===== src/rtl/freq_meter_pkg.sv =====
// Shared definitions for the gated frequency meter.
//   state_e     : measurement FSM states
//   SYNC_STAGES : depth of the input synchronizer ahead of the edge register
package freq_meter_pkg;

  typedef enum logic [1:0] {
    IDLE  = 2'd0,
    GATE  = 2'd1,
    LATCH = 2'd2
  } state_e;

  localparam int unsigned SYNC_STAGES = 2;

endpackage


===== src/rtl/sync_edge_det.sv =====
// Synchronizes an asynchronous input into the CLK domain and flags its rising edges.
// Ports:
//   CLK      in   system clock, all logic on posedge
//   RST_N    in   asynchronous active-low reset
//   d_async  in   asynchronous input signal
//   rise     out  one-cycle pulse per rising edge of the synchronized input
module sync_edge_det
  import freq_meter_pkg::*;
#(
  parameter int unsigned STAGES = SYNC_STAGES
) (
  input  logic CLK,
  input  logic RST_N,
  input  logic d_async,
  output logic rise
);

  logic [STAGES-1:0] sync_q;
  logic              edge_q;

  // sync_q[0] is the metastability-catching stage; only the last stage is used.
  always_ff @(posedge CLK or negedge RST_N) begin
    if (!RST_N) begin
      sync_q <= '0;
      edge_q <= 1'b0;
    end else begin
      sync_q <= {sync_q[STAGES-2:0], d_async};
      edge_q <= sync_q[STAGES-1];
    end
  end

  assign rise = sync_q[STAGES-1] & ~edge_q;

endmodule


===== src/rtl/freq_meter.sv =====
// Gated frequency meter: counts rising edges of an asynchronous signal over a window of
// GATE_CYCLES clock cycles, single-shot or back-to-back.
// Ports:
//   CLK         in   system clock
//   RST_N       in   asynchronous active-low reset
//   sig_in      in   measured signal, asynchronous to CLK
//   start       in   request a measurement (honoured in IDLE only)
//   cont        in   re-arm automatically after each result
//   busy        out  high while the gate window is open
//   done        out  one-cycle strobe, freq_count/overflow hold the new result
//   freq_count  out  edges counted in the last window (held)
//   overflow    out  last window saturated the edge counter (held)
module freq_meter
  import freq_meter_pkg::*;
#(
  parameter int unsigned GATE_CYCLES = 1000,
  parameter int unsigned CNT_W       = 16
) (
  input  logic             CLK,
  input  logic             RST_N,
  input  logic             sig_in,
  input  logic             start,
  input  logic             cont,
  output logic             busy,
  output logic             done,
  output logic [CNT_W-1:0] freq_count,
  output logic             overflow
);

  localparam int unsigned GW = (GATE_CYCLES > 1) ? $clog2(GATE_CYCLES) : 1;
  localparam logic [GW-1:0]    GateLast = GW'(GATE_CYCLES - 1);
  localparam logic [CNT_W-1:0] CntMax   = '1;

  state_e           state_q, state_d;
  logic [GW-1:0]    gate_cnt_q, gate_cnt_d;
  logic [CNT_W-1:0] edge_cnt_q, edge_cnt_d;
  logic             sat_q, sat_d;
  logic [CNT_W-1:0] freq_q, freq_d;
  logic             ovf_q, ovf_d;
  logic             busy_q, done_q;
  logic             rise;

  sync_edge_det #(
    .STAGES (SYNC_STAGES)
  ) u_sync_edge_det (
    .CLK     (CLK),
    .RST_N   (RST_N),
    .d_async (sig_in),
    .rise    (rise)
  );

  always_comb begin
    state_d    = state_q;
    gate_cnt_d = gate_cnt_q;
    edge_cnt_d = edge_cnt_q;
    sat_d      = sat_q;
    freq_d     = freq_q;
    ovf_d      = ovf_q;
    unique case (state_q)
      IDLE: begin
        if (start) begin
          state_d    = GATE;
          gate_cnt_d = '0;
          edge_cnt_d = '0;
          sat_d      = 1'b0;
        end
      end
      GATE: begin
        gate_cnt_d = gate_cnt_q + GW'(1);
        if (rise) begin
          if (edge_cnt_q == CntMax) begin
            sat_d = 1'b1;
          end else begin
            edge_cnt_d = edge_cnt_q + CNT_W'(1);
          end
        end
        // Result is loaded on entry to LATCH so it is already valid while done is high;
        // the edge seen in the last gate cycle is included.
        if (gate_cnt_q == GateLast) begin
          state_d = LATCH;
          freq_d  = edge_cnt_d;
          ovf_d   = sat_d;
        end
      end
      LATCH: begin
        if (cont) begin
          state_d    = GATE;
          gate_cnt_d = '0;
          edge_cnt_d = '0;
          sat_d      = 1'b0;
        end else begin
          state_d = IDLE;
        end
      end
      default: state_d = IDLE;
    endcase
  end

  always_ff @(posedge CLK or negedge RST_N) begin
    if (!RST_N) begin
      state_q    <= IDLE;
      gate_cnt_q <= '0;
      edge_cnt_q <= '0;
      sat_q      <= 1'b0;
      freq_q     <= '0;
      ovf_q      <= 1'b0;
      busy_q     <= 1'b0;
      done_q     <= 1'b0;
    end else begin
      state_q    <= state_d;
      gate_cnt_q <= gate_cnt_d;
      edge_cnt_q <= edge_cnt_d;
      sat_q      <= sat_d;
      freq_q     <= freq_d;
      ovf_q      <= ovf_d;
      // Decoded from next state so the outputs come straight from flops.
      busy_q     <= (state_d == GATE);
      done_q     <= (state_d == LATCH);
    end
  end

  assign busy       = busy_q;
  assign done       = done_q;
  assign freq_count = freq_q;
  assign overflow   = ovf_q;

endmodule

===== config.mk =====
export PLATFORM = sky130hd
export DESIGN_NAME = freq_meter
export DESIGN_NICKNAME = d
export VERILOG_FILES = /design/src/rtl/freq_meter_pkg.sv /design/src/rtl/sync_edge_det.sv /design/src/rtl/freq_meter.sv
export SDC_FILE = /design/constraint.sdc
export NUM_CORES = 1
export LEC_CHECK = 0
export CAP_MARGIN = 20
export CORE_ASPECT_RATIO = 0.9
export CORE_UTILIZATION = 50
export CTS_CLUSTER_DIAMETER = 200
export DETAILED_ROUTE_END_ITERATION = 6
export PLACE_DENSITY = 0.82
export REMOVE_ABC_BUFFERS = 1
export SLEW_MARGIN = 20
export SYNTH_ARGS = -nofsm -noshare
export SYNTH_HDL_FRONTEND = slang
export SYNTH_SLANG_ARGS = --single-unit
export TNS_END_PERCENT = 100

===== constraint.sdc =====
create_clock -name CLK -period 4.2 [get_ports CLK]
set_input_delay 1.26 -clock CLK [delete_from_list [all_inputs] [get_ports CLK]]
set_output_delay 1.26 -clock CLK [all_outputs]
set_load 0.03 [all_outputs]

==> metrics.md, run 1 <==
| Metric | Value |
|---|---|
| GRT overflow | 0 |
| Max Cap Viol | 0 |
| Chip height | 70.5 um |
| Clock Sinks | 51 |
| Leak | 1.26 nW |
| Via Count | 2000 |
| Die area | about 5500 um^2 |
| Crit share post-route | 68.0% |
| Fin. max-slew vios | 0 |
| Detailed Place HPWL | 3570 um |
| R2R Path Start | gate_cnt_q[0] |
| Post-synthesis async set-or-reset flop share | 100% |
| RSZ-0062 raised after global routing | false |
| Crit-path max FO | 11 |
| Status | finished clean |
| Routability cong. | 0.848 |
| Area delta synth->final | 13.4% |
| Post-synth EDFFs | 0 |
| # fillers | 428 |
| Required time worst endpoint | approximately 4400 ps |
| First-pass DRT Iterations | 4 |
| IO buf count | 23 |
| TNS Setup | 0 ps |
| Clock Latency Late Sink | between 300 and 400 ps |
| TritonCTS Buffers | 5 |
| Tightest Hold Check Type | register to register |
| Slew margin rel. | 38.1% |
| Post-CTS setup buffers | 0 |
| Path depth of the worst reg2reg path | 6 |
| Antenna violations before repair | 0 |
| Pre-CTS WS | 1010 ps |
| Synthesized cell area | 2610 um^2 |
| Initial Util | a little over half |
| Vias in the first global route | 1910 |
| Post-Synthesis Cells | 264 |
| Seq/Total Area, Yosys | roughly 49% |
| R2R Setup Slk | 2120 ps |
| VDD IR-drop max | 0.000242 V |
| CTS tree | done |
| Hold Path Origin | u_sync_edge_det.sync_q[0] |
| GRT Total Usage | 20.8% |
| Commonest non-fill, non-tap cell in the layout | dfrtp_1 |
| Clock Root Buffer | clkbuf_8 |
| Final ANT Viol Nets | 0 |
| First-pass GRT wire length | 8890 um |
| WP data arrival | 3060 ps |
| Avg Inst Size Synth | 9.87 um^2 |
| Post-CTS Hold Fix Bufs | 0 |
| Wire per inst | 14.4 um |
| Final Critical Period | around 2900 ps |
| # rows | 24 |
| Commonest non-fill, non-tap cells in the layout | dfrtp_1 (51), nand2_1 (36), clkdlybuf4s50_1 (22) |
| Post-cts gate resize count | 0 |
| Final Power | 0.00133 W |
| Top FF cell, synth | dfrtp_1 |
| WS Path Type | input pin to register |
| Final WS setup | 1340 ps |
| N_diodes | 0 |
| Worst-margin pin slew | between 900 and 1000 ps |
| Hold Path Depth | 0 |
| Final WL | 5010 um |
| DRC violation count after routing | 0 |
| Reg-to-reg endpoint | freq_count[14] |
| Startpoint Class | input pin |
| DRT iter0 DRCs | 156 |
| Vias per cell | 5.75 |
| Crit end category | register |
| Nets | 289 |
| Clock H-tree levels | 2 |
| Layout cells sized above 1 | 8.83% |
| Clock Tree Buf Depth | 2 |
| FMAX | 0.350 GHz |
| Largest net degree at the start of global routing | 34 |
| #FFs+latches synth | 51 |
| Worst-path clk slew | 90 ps |
| Hold Vio Cnt, Final | 0 |
| Setup Skew | 9.28 ps |
| Core Area | about 4900 um^2 |
| Final core occ | 60.0% |
| P per Cell Area | 451 nW/um^2 |
| Worst hold path endpoint | u_sync_edge_det.sync_q[1] |
| I/O Pins | 24 |
| Yosys cell types | 50 |
| YS warnings | 0 |
| Setup-failing EPs final | 0 |
| Die X | 78.1 um |
## per-stage QoR
stage,cell area (um^2),hold slack [ps],std cells
2_1_floorplan,2530,331,250
3_3_place_gp,2860,331,340
3_5_place_dp,2860,336,340
4_1_cts,2960,358,348
5_1_grt,2960,370,348
6_report,2960,356,348
## layout make-up
type	count	area [um^2]	share of cell area [%]
timing repair buffer	25	240	8.13
inverter	6	23.8	0.804
sequential	51	1280	43.2
tap	65	81.3	2.75
clock inverter	2	16.3	0.550
multi-input combinational	193	1230	41.8
clock buffer	6	82.6	2.79
## flip-flops by register name (all words and copies together) (netlist names)
signal and count:
edge_cnt_q 16, freq_count 16, gate_cnt_q 10, state_q 2, u_sync_edge_det.sync_q 2, busy 1, done 1, overflow 1
sat_q 1, u_sync_edge_det.edge_q 1
## metal layers
| layer | vias up | global-route usage, % | share of wire [%] | wire length, um |
|---|---|---|---|---|
| met2 | 43 | 33.8 | 49 | 2440 |
| met4 | 0 | 9.67 | 1.9 | 93 |
| met1 | 974 | 26.9 | 45 | 2260 |
| met3 | 9 | 3.92 | 4.3 | 217 |
| met5 | - | 0 | 0 | 0 |
| li1 | 974 | - | - | - |
## cells in the mapped netlist, drive strengths merged (4+ instances only)
master / n / area, um^2
a22o: 4 / 35.0
o21ai: 22 / 110
nand2b: 4 / 25.0
nand3: 13 / 75.1
nor2: 19 / 71.3
clkbuf: 7 / 27.5
and3: 6 / 42.5
buf: 7 / 43.8
nand2: 37 / 141
a21oi: 13 / 65.1
xnor2: 14 / 123
nor4: 10 / 92.6
dfrtp: 51 / 1280
a31oi: 6 / 37.5
nand4: 7 / 80.1
inv: 5 / 18.8
xor2: 6 / 52.6
## how the worst max path moves through the flow
stage               start        endpoint  slack, ps  cells past startpoint
2_1_floorplan  state_q[0]  freq_count[14]       1840                      4
6_report             cont   edge_cnt_q[1]       1340                      5
3_3_place_gp         cont   edge_cnt_q[1]       1130                      5
5_1_grt              cont   edge_cnt_q[1]       1290                      5
4_1_cts              cont   edge_cnt_q[1]       1350                      5
3_5_place_dp         cont   edge_cnt_q[1]       1010                      5
## logic make-up (layout without fill, tap and decap cells)
family / count (synthesis) / in the layout / synth area share (%)
AO/OA/AOI/OAI: 62 / 62 / 15.3
flip-flops: 51 / 51 / 49.0
XOR/XNOR: 20 / 20 / 6.72
AND/OR/NAND/NOR: 107 / 107 / 23.6
buffers and inverters: 20 / 39 / 3.65
multiplexers: 2 / 2 / 0.816
adder cells (fa/ha/maj): 2 / 2 / 0.960
## where the power goes
part	switching, W	total [W]	internal (W)
sequential	0.000146	0.000732	0.000586
combinational	0.000158	0.000305	0.000147
clock	0.000161	0.000296	0.000135
## critical path: stages
cell and delay (ps):
clkdlybuf4s50_1 460, nand2_1 80, o22ai_1 720, o21ai_0 260, a32o_1 270
Note: power is estimated with default switching activity, not from simulation.
==> run 2: changes to the inputs <==
- PLACE_DENSITY: 0.82 -> 0.85
- clock period: 4.2 -> 2.4 ns (I/O delays scaled with it)
==> run 2 against run 1 <==
  * Setup slack worse by 1000 ps
  * Design area is 2.8% higher
  * Combinational power is 78% higher
  * Via count is 2.6% higher
==> metrics.md, run 2 (synthesis gave the netlist of run 1 again) <==
| Metric | Value |
|---|---|
| TNS Setup | 0 ps |
| VDD IR-drop max | about 0.0005 V |
| Clock H-tree levels | 2 |
| Post-CTS setup buffers | 0 |
| Commonest non-fill, non-tap cells in the layout | dfrtp_1 (51), nand2_1 (36), clkdlybuf4s50_1 (22) |
| Tightest Hold Check Type | register to register |
| Die area | 5510 um^2 |
| WS Path Type | register to primary output |
| Final WL | 5310 um |
| Clock Sinks | 51 |
| Status | finished clean |
| Commonest non-fill, non-tap cell in the layout | dfrtp_1 |
| Startpoint Class | register |
| GRT Total Usage | 21.3% |
| Detailed Place HPWL | about 3700 um |
| Clock Tree Buf Depth | 2 |
| Via Count | 2052 |
| DRC violation count after routing | 0 |
| Final Critical Period | 2080 ps |
| Antenna violations before repair | 0 |
| Crit end category | primary output |
| Wire per inst | 15.0 um |
| Hold Vio Cnt, Final | 0 |
| Max incr delay on CP | 680 ps |
| I/O Pins | 24 |
| N_diodes | 0 |
| Clock Latency Late Sink | just over 300 ps |
| Crit-path cells | clkdlybuf4s50_1 |
| Required time worst endpoint | 1680 ps |
| WP data arrival | 1360 ps |
| Layout cells sized above 1 | 10.1% |
| Post-CTS Hold Fix Bufs | 0 |
| Placed cells | 345 |
| First-pass DRT Iterations | 4 |
| First-pass GRT wire length | 9180 um |
| Crit-path max FO | 2 |
| # rows | 24 |
| Vias per cell | 5.81 |
| Vias in the first global route | 2000 |
| Critical-path top delay cell | clkdlybuf4s50_1 |
| Chip height | 70.5 um |
| IO buf count | 23 |
| Setup Skew | between 8 and 9 ps |
| Nets | 294 |
| Worst-path clk slew | about 90 ps |
| CTS tree | done |
| Leak | roughly 1.3 nW |
| GRT overflow | 0 |
| Slew margin rel. | 65.8% |
| Fin. max-slew vios | 0 |
| Crit share post-route | 86.6% |
| Largest net degree at the start of global routing | 32 |
| Routability cong. | between 0.8 and 0.9 |
| Post-cts gate resize count | 0 |
| Clock Root Buffer | clkbuf_8 |
| Die X | 78.1 um |
| Worst-margin pin slew | 512 ps |
| Buffers and inverters on the worst path | 1 |
| Area delta synth->final | 16.6% |
| Setup-failing EPs final | 0 |
| FMAX | ~0.48 GHz |
| P per Cell Area | 831 nW/um^2 |
| TritonCTS Buffers | 5 |
| Max Cap Viol | 0 |
| Post-route non-filler standard cell count | 353 |
| Core Area | approximately 4900 um^2 |
| Final ANT Viol Nets | 0 |
| DRT iter0 DRCs | 118 |
| Worst path top cell family by delay | buffers and inverters |
| Initial Util | 52.9% |
| Final Power | 0.00253 W |
| RSZ-0062 raised after global routing | false |
-- run 2: path summary, 6_finish.rpt --
kind	start	end	slack, ps	cells after the start
setup / recovery	freq_count[1]	freq_count[1]	320	1
hold / removal	u_sync_edge_det.sync_q[0]	u_sync_edge_det.sync_q[1]	360	0
setup reg to reg	edge_cnt_q[0]	freq_count[14]	470	6
hold reg to reg	u_sync_edge_det.sync_q[0]	u_sync_edge_det.sync_q[1]	360	0
max in group asynchronous	RST_N	u_sync_edge_det.edge_q	1500	2
min in group asynchronous	RST_N	done	380	1
-- run 2: layout make-up --
cell class / count / area (um^2)
flip-flops and latches: 51 / 1280
clock inverters: 2 / 60.1
inverters: 6 / 23.8
repair buffers: 30 / 290
multi-input cells: 193 / 1230
clock buffers: 6 / 72.6
well taps: 65 / 81.3
fillers: 411 / 1890
-- run 2: power by group --
group | switching [W] | internal, W
Clock | 0.000278 | 0.000417
Combinational | 0.000282 | 0.000261
Sequential | 0.000262 | 0.00103
-- run 2: layer usage --
metal	vias up	GRT usage, %	wire length (um)
met1	1009	28.1	2460
met5	-	0	0
met4	0	7.20	61
li1	991	-	-
met2	44	35.2	2570
met3	8	4.18	220
-- run 2: per-stage QoR --
stage	utilization (%)	hold slack (ps)	cell area, um^2	setup WS [ps]
global route	61.7	388	3040	289
global placement	59.0	335	2910	161
detailed placement	59.0	339	2910	94.7
CTS	61.7	361	3040	307
floorplan	-	331	2530	38.5
finish	61.7	364	3040	322
